<file path="config.mk">
export PLATFORM = sky130hd
export DESIGN_NAME = nanorv32_sim_monitor
export DESIGN_NICKNAME = d
export VERILOG_FILES = /design/src/rtl/nanorv32_sim_monitor_pkg.sv /design/src/rtl/nanorv32_sim_mon_fifo.sv /design/src/rtl/nanorv32_sim_monitor.sv
export SDC_FILE = /design/constraint.sdc
export NUM_CORES = 1
export LEC_CHECK = 0
export ABC_CLOCK_PERIOD_IN_PS = 5350
export BUFFER_PORTS_ARGS = -buffer_cell sky130_fd_sc_hd__buf_2
export CAP_MARGIN = 20
export CELL_PAD_IN_SITES_DETAIL_PLACEMENT = 2
export CELL_PAD_IN_SITES_GLOBAL_PLACEMENT = 2
export CORE_UTILIZATION = 47
export CTS_BUF_LIST = sky130_fd_sc_hd__clkbuf_4 sky130_fd_sc_hd__clkbuf_8 sky130_fd_sc_hd__clkbuf_16
export DETAILED_ROUTE_END_ITERATION = 8
export MAX_ROUTING_LAYER = met4
export PLACE_DENSITY_LB_ADDON = 0.12
export SLEW_MARGIN = 20
export SYNTH_ARGS = -nofsm -noshare
export SYNTH_HDL_FRONTEND = slang
export SYNTH_SLANG_ARGS = --single-unit
export TNS_END_PERCENT = 30
</file>
<file path="constraint.sdc">
create_clock -name clk -period 5.35 [get_ports clk]
set_input_delay 0.2675 -clock clk [delete_from_list [all_inputs] [get_ports clk]]
set_output_delay 0.2675 -clock clk [all_outputs]
set_load 0.03 [all_outputs]
</file>
<file path="src/rtl/nanorv32_sim_monitor_pkg.sv">
// Shared constants for the simulation monitor:
// register offsets, STATUS bit positions, default codes.
package nanorv32_sim_monitor_pkg;

  localparam int unsigned REG_RESULT = 'h00;
  localparam int unsigned REG_STATUS = 'h04;
  localparam int unsigned REG_CYCLES = 'h08;
  localparam int unsigned REG_CONS   = 'h10;

  localparam int ST_DONE    = 0;
  localparam int ST_PASS    = 1;
  localparam int ST_FAIL    = 2;
  localparam int ST_TIMEOUT = 3;

  localparam logic [31:0] DEF_PASS_CODE = 32'hCAFFE000;
  localparam logic [31:0] DEF_FAIL_CODE = 32'hDEADD000;

endpackage

</file>
<file path="src/rtl/nanorv32_sim_mon_fifo.sv">
// 8-bit synchronous console FIFO with fill level.
// Pointers carry one extra wrap bit to tell full from empty.
module nanorv32_sim_mon_fifo #(
  parameter int DEPTH = 16
) (
  input  logic                   clk,
  input  logic                   rst,
  input  logic                   push,
  input  logic [7:0]             din,
  input  logic                   pop,
  output logic [7:0]             dout,
  output logic                   empty,
  output logic                   full,
  output logic [$clog2(DEPTH):0] level
);

  localparam int AW = $clog2(DEPTH);

  logic [7:0]  mem_q [DEPTH];
  logic [AW:0] wr_q, wr_d;
  logic [AW:0] rd_q, rd_d;

  assign empty = (wr_q == rd_q);
  assign full  = (wr_q[AW] != rd_q[AW]) &&
                 (wr_q[AW-1:0] == rd_q[AW-1:0]);
  assign level = wr_q - rd_q;
  assign dout  = mem_q[rd_q[AW-1:0]];

  always_comb begin
    wr_d = wr_q;
    rd_d = rd_q;
    if (push && !full)
      wr_d = wr_q + (AW+1)'(1);
    if (pop && !empty)
      rd_d = rd_q + (AW+1)'(1);
  end

  always_ff @(posedge clk) begin
    if (rst) begin
      wr_q <= '0;
      rd_q <= '0;
    end else begin
      wr_q <= wr_d;
      rd_q <= rd_d;
    end
  end

  always_ff @(posedge clk) begin
    if (push && !full)
      mem_q[wr_q[AW-1:0]] <= din;
  end

endmodule

</file>
<file path="src/rtl/nanorv32_sim_monitor.sv">
// AHB-lite simulation monitor: result/status registers,
// cycle watchdog and round-robin drained console FIFOs.
module nanorv32_sim_monitor
  import nanorv32_sim_monitor_pkg::*;
#(
  parameter int          NB_CHAN        = 2,
  parameter int          FIFO_DEPTH     = 16,
  parameter int          ADDR_W         = 8,
  parameter logic [31:0] PASS_CODE      = DEF_PASS_CODE,
  parameter logic [31:0] FAIL_CODE      = DEF_FAIL_CODE,
  parameter int unsigned TIMEOUT_CYCLES = 100000000,
  localparam int         CW = (NB_CHAN > 1) ? $clog2(NB_CHAN) : 1
) (
  input  logic              clk,
  input  logic              rst,
  input  logic              hsel,
  input  logic [1:0]        htrans,
  input  logic              hwrite,
  input  logic [ADDR_W-1:0] haddr,
  input  logic [31:0]       hwdata,
  input  logic              hready_in,
  output logic [31:0]       hrdata,
  output logic              hready_out,
  output logic              hresp,
  output logic              con_valid,
  input  logic              con_ready,
  output logic [7:0]        con_data,
  output logic [CW-1:0]     con_chan,
  output logic              con_eol,
  output logic              test_done,
  output logic              test_pass,
  output logic              test_fail,
  output logic              test_timeout
);

  localparam int          LW    = $clog2(FIFO_DEPTH) + 1;
  localparam logic [31:0] TO_M1 = 32'(TIMEOUT_CYCLES - 1);

  logic              dph_vld_q, dph_vld_d;
  logic              dph_wr_q, dph_wr_d;
  logic [ADDR_W-1:0] dph_addr_q, dph_addr_d;
  logic [31:0]       code_q, code_d;
  logic [31:0]       cyc_q, cyc_d;
  logic              done_q, done_d, pass_q, pass_d;
  logic              fail_q, fail_d, tmo_q, tmo_d;
  logic [CW-1:0]     start_q, start_d;
  logic [CW-1:0]     grant_q, grant_d;
  logic              lock_q, lock_d;

  logic [NB_CHAN-1:0] f_push, f_pop, f_empty, f_full;
  logic [7:0]         f_dout  [NB_CHAN];
  logic [LW-1:0]      f_level [NB_CHAN];

  logic              wr_cmd, stall, found;
  logic              is_result, is_status, is_cycles, cons_hit;
  logic [ADDR_W-1:0] off;
  logic [CW-1:0]     cons_ch, pick, sel;
  logic              unused_htrans0;

  assign unused_htrans0 = htrans[0];
  assign hresp          = 1'b0;
  assign test_done      = done_q;
  assign test_pass      = pass_q;
  assign test_fail      = fail_q;
  assign test_timeout   = tmo_q;

  for (genvar g = 0; g < NB_CHAN; g++) begin : g_fifo
    nanorv32_sim_mon_fifo #(.DEPTH(FIFO_DEPTH)) u_fifo (
      .clk   (clk),
      .rst   (rst),
      .push  (f_push[g]),
      .din   (hwdata[7:0]),
      .pop   (f_pop[g]),
      .dout  (f_dout[g]),
      .empty (f_empty[g]),
      .full  (f_full[g]),
      .level (f_level[g])
    );
  end

  always_comb begin
    off       = dph_addr_q - ADDR_W'(REG_CONS);
    is_result = dph_addr_q == ADDR_W'(REG_RESULT);
    is_status = dph_addr_q == ADDR_W'(REG_STATUS);
    is_cycles = dph_addr_q == ADDR_W'(REG_CYCLES);
    cons_hit  = (dph_addr_q >= ADDR_W'(REG_CONS)) &&
                (off[1:0] == 2'b00) &&
                (off[ADDR_W-1:2] < (ADDR_W-2)'(NB_CHAN));
    cons_ch   = off[2 +: CW];
    wr_cmd    = dph_vld_q && dph_wr_q;
    // Wait only on the full state held at the start of the cycle
    stall      = wr_cmd && cons_hit && f_full[cons_ch];
    hready_out = !stall;
    for (int i = 0; i < NB_CHAN; i++)
      f_push[i] = wr_cmd && cons_hit &&
                  (cons_ch == CW'(i)) && !f_full[i];
  end

  always_comb begin
    hrdata = '0;
    if (dph_vld_q && !dph_wr_q) begin
      unique case (1'b1)
        is_result: hrdata = code_q;
        is_status: begin
          hrdata[ST_DONE]    = done_q;
          hrdata[ST_PASS]    = pass_q;
          hrdata[ST_FAIL]    = fail_q;
          hrdata[ST_TIMEOUT] = tmo_q;
        end
        is_cycles: hrdata = cyc_q;
        cons_hit:  hrdata = 32'(f_level[cons_ch]);
        default:   hrdata = '0;
      endcase
    end
  end

  always_comb begin
    dph_vld_d  = dph_vld_q;
    dph_wr_d   = dph_wr_q;
    dph_addr_d = dph_addr_q;
    if (!stall) begin
      dph_vld_d  = hsel && htrans[1] && hready_in;
      dph_wr_d   = hwrite;
      dph_addr_d = haddr;
    end
    cyc_d  = (cyc_q == 32'hFFFF_FFFF) ? cyc_q : cyc_q + 32'd1;
    code_d = code_q;
    done_d = done_q;
    pass_d = pass_q;
    fail_d = fail_q;
    tmo_d  = tmo_q;
    if (wr_cmd && is_result) begin
      code_d = hwdata;
      if (!done_q && hwdata == PASS_CODE) begin
        done_d = 1'b1;
        pass_d = 1'b1;
      end else if (!done_q && hwdata == FAIL_CODE) begin
        done_d = 1'b1;
        fail_d = 1'b1;
      end
    end
    if (TIMEOUT_CYCLES != 0 && !done_d && cyc_q == TO_M1) begin
      done_d = 1'b1;
      tmo_d  = 1'b1;
    end
  end

  always_comb begin
    pick  = start_q;
    found = 1'b0;
    for (int i = 0; i < NB_CHAN; i++) begin
      if (!found && !f_empty[(int'(start_q) + i) % NB_CHAN]) begin
        pick  = CW'((int'(start_q) + i) % NB_CHAN);
        found = 1'b1;
      end
    end
    // An offered char stays put until the bench takes it
    sel       = lock_q ? grant_q : pick;
    con_valid = !f_empty[sel];
    con_data  = f_dout[sel];
    con_chan  = sel;
    con_eol   = (con_data == 8'h0A);
    f_pop     = '0;
    start_d   = start_q;
    if (con_valid && con_ready) begin
      f_pop[sel] = 1'b1;
      start_d    = (sel == CW'(NB_CHAN - 1)) ? '0 : sel + CW'(1);
    end
    lock_d  = con_valid && !con_ready;
    grant_d = sel;
  end

  always_ff @(posedge clk) begin
    if (rst) begin
      dph_vld_q  <= 1'b0;
      dph_wr_q   <= 1'b0;
      dph_addr_q <= '0;
      code_q     <= '0;
      cyc_q      <= '0;
      done_q     <= 1'b0;
      pass_q     <= 1'b0;
      fail_q     <= 1'b0;
      tmo_q      <= 1'b0;
      start_q    <= '0;
      grant_q    <= '0;
      lock_q     <= 1'b0;
    end else begin
      dph_vld_q  <= dph_vld_d;
      dph_wr_q   <= dph_wr_d;
      dph_addr_q <= dph_addr_d;
      code_q     <= code_d;
      cyc_q      <= cyc_d;
      done_q     <= done_d;
      pass_q     <= pass_d;
      fail_q     <= fail_d;
      tmo_q      <= tmo_d;
      start_q    <= start_d;
      grant_q    <= grant_d;
      lock_q     <= lock_d;
    end
  end

endmodule

</file>
Word level (Yosys, flattened, before mapping). Memory sizes are Yosys's and may differ from the RTL's. A register that Yosys moved wholly into a read port is not among the register bits. Index checks and enable logic that the tools add are counted.

Bits in registers: 101. Bits in latches: 0. Memory bits (writable): 256. ROM bits: 0. Bits of input ports: 48. Output and inout bits: 49. Memories: 2.

$add $sub $neg: 10. $mul: 0. Div/mod/pow operators: 0. $lt $le $gt $ge: 9. Equality and inequality tests: 13. Shift-type cells: 0. Mux-type cells: 36. Bitwise logic cells: 5. Reductions and logical operators: 41.

Memories: g_fifo[0].u_fifo.mem_q (depth 16, width 8, read ports 1, clocked after Yosys merged registers in 1, write ports 1, RTL line nanorv32_sim_mon_fifo.sv:19) `logic [7:0] mem_q [DEPTH];`; g_fifo[1].u_fifo.mem_q (depth 16, width 8, read ports 1, clocked after Yosys merged registers in 1, write ports 1, RTL line nanorv32_sim_mon_fifo.sv:19).

Operator list (number): $eq 32x32->1 const B (3); $pmux 28 s3 (1); $add 32x1->32 const B (1); $eq 32x27->1 const B (1); $mux 32 (1); $logic_and 1x1->1 (26); $mux 8 (3); $mux 1 (21); $add 5x1->5 const B (4); $eq 8x4->1 const B (2); $mux 4 (4); $pmux 4 s4 (1); $mux 5 (3); $logic_not 1->1 (11); $eq 5x5->1 (2); $sub 5x5->5 (2); $eq 4x4->1 (2); $eq 8x3->1 const B (1); $ge 8x5->1 const B (1); $logic_not 8->1 (1); $sub 8x5->8 const B (1); $lt 1x2->1 const B (3); $lt 6x2->1 const B (1); $ge 2x2->1 const B (2); 12 further kinds (16).

Logic depth before layout (Yosys ltp).
Word-level depth: 17. Gate-level depth with buffers: 10. Mapped depth without buffers: 10.

Cells and area by module. Synthesis repeated with hierarchy kept, for this count alone.

Cell total of the unflattened synthesis: 1148. Area total of the unflattened synthesis: 15657.5 um^2.

By module, submodules not included: nanorv32_sim_mon_fifo (times used 2, cells an instance 304, area an instance 5659.2 um^2, seq. area each 4124.0 um^2); nanorv32_sim_monitor (times used 1, cells an instance 540, area an instance 4339.2 um^2, seq. area each 1621.6 um^2).

Worst setup path after synthesis. OpenSTA, ideal clock, no wires.

Path type: flip-flop to output port. From: register g_fifo[1].u_fifo.wr_q[0]. To: output con_eol. Data arrival time: 3.238 ns. Data required time: 5.083 ns. Setup slack: 1.845 ns. Stages on the path, launching flop included: 10. Buffers on the path: 1. Cells stage by stage: dfxtp_1 -> inv_1 -> ha_1 -> and4_1 -> a211oi_1 -> o211ai_1 -> and2_1 -> clkbuf_1 -> mux2_2 -> a2111oi_1.

Word-level cells in the longest chain between the ends: 13. Elaborated cells between the ends (all ways): 15. Those cells by class: 2 x eq/ne; 10 x mux; 1 x bitwise; 2 x reduce/logical.

RTL lines: from (decl) (RTL line nanorv32_sim_mon_fifo.sv:20) `logic [AW:0] wr_q, wr_d;`; from (signal assigned) (RTL line nanorv32_sim_mon_fifo.sv:43) `wr_q <= wr_d;`; $eq 5x5->1 (*) (RTL line nanorv32_sim_mon_fifo.sv:23) `assign empty = (wr_q == rd_q);`; $mux 1 (not written as such) (3 in series) (RTL line nanorv32_sim_monitor.sv:152) `if (!found && !f_empty[(int'(start_q) + i) % NB_CHAN]) begin`; $logic_not 1->1 (RTL line nanorv32_sim_monitor.sv:152); $logic_and 1x1->1 (*) (RTL line nanorv32_sim_monitor.sv:152); $mux 1 (*) (RTL line nanorv32_sim_monitor.sv:152); $mux 1 (*) (RTL line nanorv32_sim_monitor.sv:158) `sel = lock_q ? grant_q : pick;`; $not 1->2 (not written as such) (*) (RTL line nanorv32_sim_monitor.sv:160) `con_data = f_dout[sel];`; $mux 8 (not written as such) (*) (3 in series) (RTL line nanorv32_sim_monitor.sv:160); net con_data[2] (RTL line nanorv32_sim_monitor.sv:27) `output logic [7:0] con_data,`; $eq 8x4->1 (*) (RTL line nanorv32_sim_monitor.sv:162) `con_eol = (con_data == 8'h0A);`; to (decl) (RTL line nanorv32_sim_monitor.sv:29) `output logic con_eol,`.

Mark *: on every way through the listed nets, which the timed path passes. The rest lies on a longest branch. The select of a mux whose other input is x is not followed.

Worst setup path in the final report.
From: register g_fifo[0].u_fifo.wr_q[0]. To: output con_eol.

Word-level cells in the longest chain between the ends: 13. Elaborated cells between the ends (all ways): 15. Those cells by class: 2 x eq/ne; 10 x mux; 1 x bitwise; 2 x reduce/logical.

RTL lines (RTL line): from (decl) (nanorv32_sim_mon_fifo.sv:20); from (signal assigned) (nanorv32_sim_mon_fifo.sv:43); $eq 5x5->1 (*) (nanorv32_sim_mon_fifo.sv:23); $mux 1 (not written as such) (3 in series) (nanorv32_sim_monitor.sv:152); $logic_not 1->1 (nanorv32_sim_monitor.sv:152); $logic_and 1x1->1 (*) (nanorv32_sim_monitor.sv:152); $mux 1 (*) (nanorv32_sim_monitor.sv:152); $mux 1 (*) (nanorv32_sim_monitor.sv:158); $not 1->2 (not written as such) (*) (nanorv32_sim_monitor.sv:160); $mux 8 (not written as such) (*) (3 in series) (nanorv32_sim_monitor.sv:160); $eq 8x4->1 (*) (nanorv32_sim_monitor.sv:162).

Mark *: on every way between the ends. The rest lies on a longest branch, timed or not. The select of a mux whose other input is x is not followed.

==> impl_metrics.toml <==
[synth]
synth_top_cell_area_share_pct = 49.5
synth_edf_count = 256
ys_seq_area_share_pct = 63.5
syn-num-nets = 1204
synth.area.top_cells = "edfxtp_1 49%, dfxtp_1 14%, mux4_2 9.3%"
ys_seq_elements = 365
synthFlopType = "edfxtp_1"
async_flop_share_pct = 0
ys_top_cells_by_count = "256 x edfxtp_1, 126 x nor2_1, 109 x dfxtp_1, 109 x nand2_1, 64 x mux4_2"
avgSynthCellArea_um2 = 13.7
syn_area_um2 = 15500
synth_cell_type_count = 68
yosysMostFrequentCell = "edfxtp_1"
yosys_warnings = 0
yosysTopAreaCell = "edfxtp_1"
syn_inst = 1135

[route]
vias = 10300
drtIter0Drc = 854
drtPass1Iterations = 7
antenna_left = 0
drt-total-wl_mm = 48.5
drc = 0
post_drt_via_cell_ratio = 5.95
routedWlPerCell_um = 28.0

[power_and_ir_drop]
p_int_mw = 4.71
pwr-share-comb_pct = 2.2
powerDensity_nw_per_um2 = 333
p_clk_share_pct = 47.2
seqPwrFrac_pct = 50.6
p_leak_nw = 5.94
p_switching_mw = 1.28
p_sw_share_pct = 21.3
peakVddDrop_v = 0.000222

[cells_and_area]
final_nets = 1324
area_growth_pct = 15.9
finalNonFillerCells = 1729
drive_gt1_share_pct = 21.4
antenna_cells = 0
nFillCells = 3073

[floorplan]
core.rowCount = 66
die_y_um = 184
die_area_um2 = 33800
die_w_um = 184
coreArea_um2 = 32500
start_util_pct = 47.8
num_io_pins = 97

[clocking]
cts.path.max_buffers = 3
clock_latency_ps = 560
clockRootBuffer = "clkbuf_16"
cts_tree = "yes"
clk_pin_slew_ps = 60
htree_levels = 2
clock_sinks = 365
cts_inserted_buffers = 40

[global_routing]
overflow = 0
grt_pass1_wl_mm = 72.2
first_global_vias = 11400
antenna_found_initial = 0
grt_use_total_pct = 30.3
grt_max_degree = 73

[worst_setup_path]
critical_path_class = "register to primary output"
slowest_stage = "a2111o_1"
cp.arrival_ps = 4100
path_cells = "inv_1, ha_1, nand4_1, a211oi_1, o211ai_1, and2_1, a2111o_1, a2111oi_1, buf_2"
startpoint_type = "register"
slowest_delay_ps = 560
crit_path_max_fanout = 17
required_ps = 5080
end_kind = "primary output"

[timing]
finalCritPeriodShare_pct = 81.6
setup_tns_ps = 0
final-setup-viol-count = 0
maxSlewHeadroom_pct = 26.8
layout_setup_ws_ps = 984
tightest_slew_ps = 1090
hold_viol_final = 0
min_period_ps = 4370
rsz0062_at_grt = "false"
fmax_mhz = 229
report.final.slew_viol_count = 0
finClkSkew_ps = 21.5

[placed_design]
detailed_place_hpwl_mm = 30.9
io_buffers = 94
dpl.cell_count = 1629
dpl_worst_slack_ps = 1700
globalplace.congestion = 0.769

[flow_run]
drv_cap = 0

[status]
run_status = "finished clean"

[worst_hold_path]
hold_path_class = "input pin to register"
-- power by group through the flow --
stage          Combinational (mW)  Sequential [mW]  Clock [mW]
2_1_floorplan              0.0471             3.09           0
5_1_grt                     0.138             3.03        2.96
3_5_place_dp                0.114             3.09           0
6_report                    0.129             3.03        2.83
4_1_cts                     0.128             3.03        2.87
3_3_place_gp                0.106             3.09           0
-- layer usage --
layer / global-route usage, % / vias up / wire, um
li1: - / 4484 / -
met1: 37.4 / 5320 / 20100
met2: 51.2 / 382 / 24400
met3: 5.01 / 93 / 2610
met4: 9.27 / 0 / 1380
met5: - / - / 0
-- stage by stage --
step / total power, mW / utilization [%] / cell area (um^2) / hold WS, ps
final: 5.99 / 55.4 / 18000 / 7.44
after floorplan: 3.14 / - / 15500 / 351
after global placement: 3.20 / 50.4 / 16400 / 438
after detailed placement: 3.21 / 50.4 / 16400 / 450
after CTS: 6.03 / 55.4 / 18000 / 0.173
after global routing: 6.13 / 55.4 / 18000 / 2.20
-- flip-flops by register name, summed over array words and instances, names as in the netlist, named ones only --
register             flops
dph_addr_q               8
test_pass                1
test_done                1
g_fifo.u_fifo.wr_q      10
dph_wr_q                 1
grant_q                  1
g_fifo.u_fifo.mem_q    256
dph_vld_q                1
cyc_q                   32
test_fail                1
code_q                  32
start_q                  1
test_timeout             1
lock_q                   1
g_fifo.u_fifo.rd_q      10
-- layout make-up --
type	count	area [um^2]	share of cell area, %
timing repair buffer	139	876	4.86
clock inverter	20	169	0.938
inverter	18	67.6	0.375
sequential	365	9870	54.8
tap	442	553	3.07
multi-input combinational	691	5300	29.4
clock buffer	54	1170	6.51
-- cell families after synthesis --
kind of cell / Yosys count / synth area share (%)
buffers and inverters: 79 / 2.46
AND/OR/NAND/NOR: 383 / 12.0
XOR/XNOR: 46 / 2.59
adder cells (fa/ha/maj): 21 / 1.79
AO/OA/AOI/OAI: 126 / 5.10
flip-flops: 365 / 63.5
multiplexers: 114 / 12.6
other: 1 / 0.0241
-- path summary, 6_finish.rpt --
kind | startpoint | end | slack, ps | cells after the start
worst max-delay path | g_fifo[0].u_fifo.wr_q[0] | con_eol | 980 | 9
worst min-delay path | hwdata[10] | code_q[10] | 7 | 3
worst max register to register | g_fifo[0].u_fifo.wr_q[0] | g_fifo[0].u_fifo.mem_q[5][4] | 1860 | 7
worst min register to register | code_q[30] | code_q[30] | 460 | 2
-- critical path: cells and delay by family, from the launching register on --
family | cells | cell delay, ps
AO/OA/AOI/OAI | 4 | 1530
AND/OR/NAND/NOR | 2 | 650
flip-flops | 1 | 490
buffers and inverters | 2 | 490
adder cells (fa/ha/maj) | 1 | 360
-- cells in the final DEF (no fill, tap or decap), types with 25 or more instances in the layout --
cell           count
xnor2_1           25
mux4_2            64
clkbuf_16         42
nor2_1           125
buf_2             93
a21oi_1           58
nand2_1          109
dfxtp_1          105
dlygate4sd3_1     26
mux2i_1           40
edfxtp_1         256
-- repair_timing --
action	in CTS	in global routing
hold buffers	26	0
buffers inserted	0	0
endpoints found under the hold margin	25	0
gates resized for setup	0	0
Note: power is estimated with default switching activity, not from simulation.
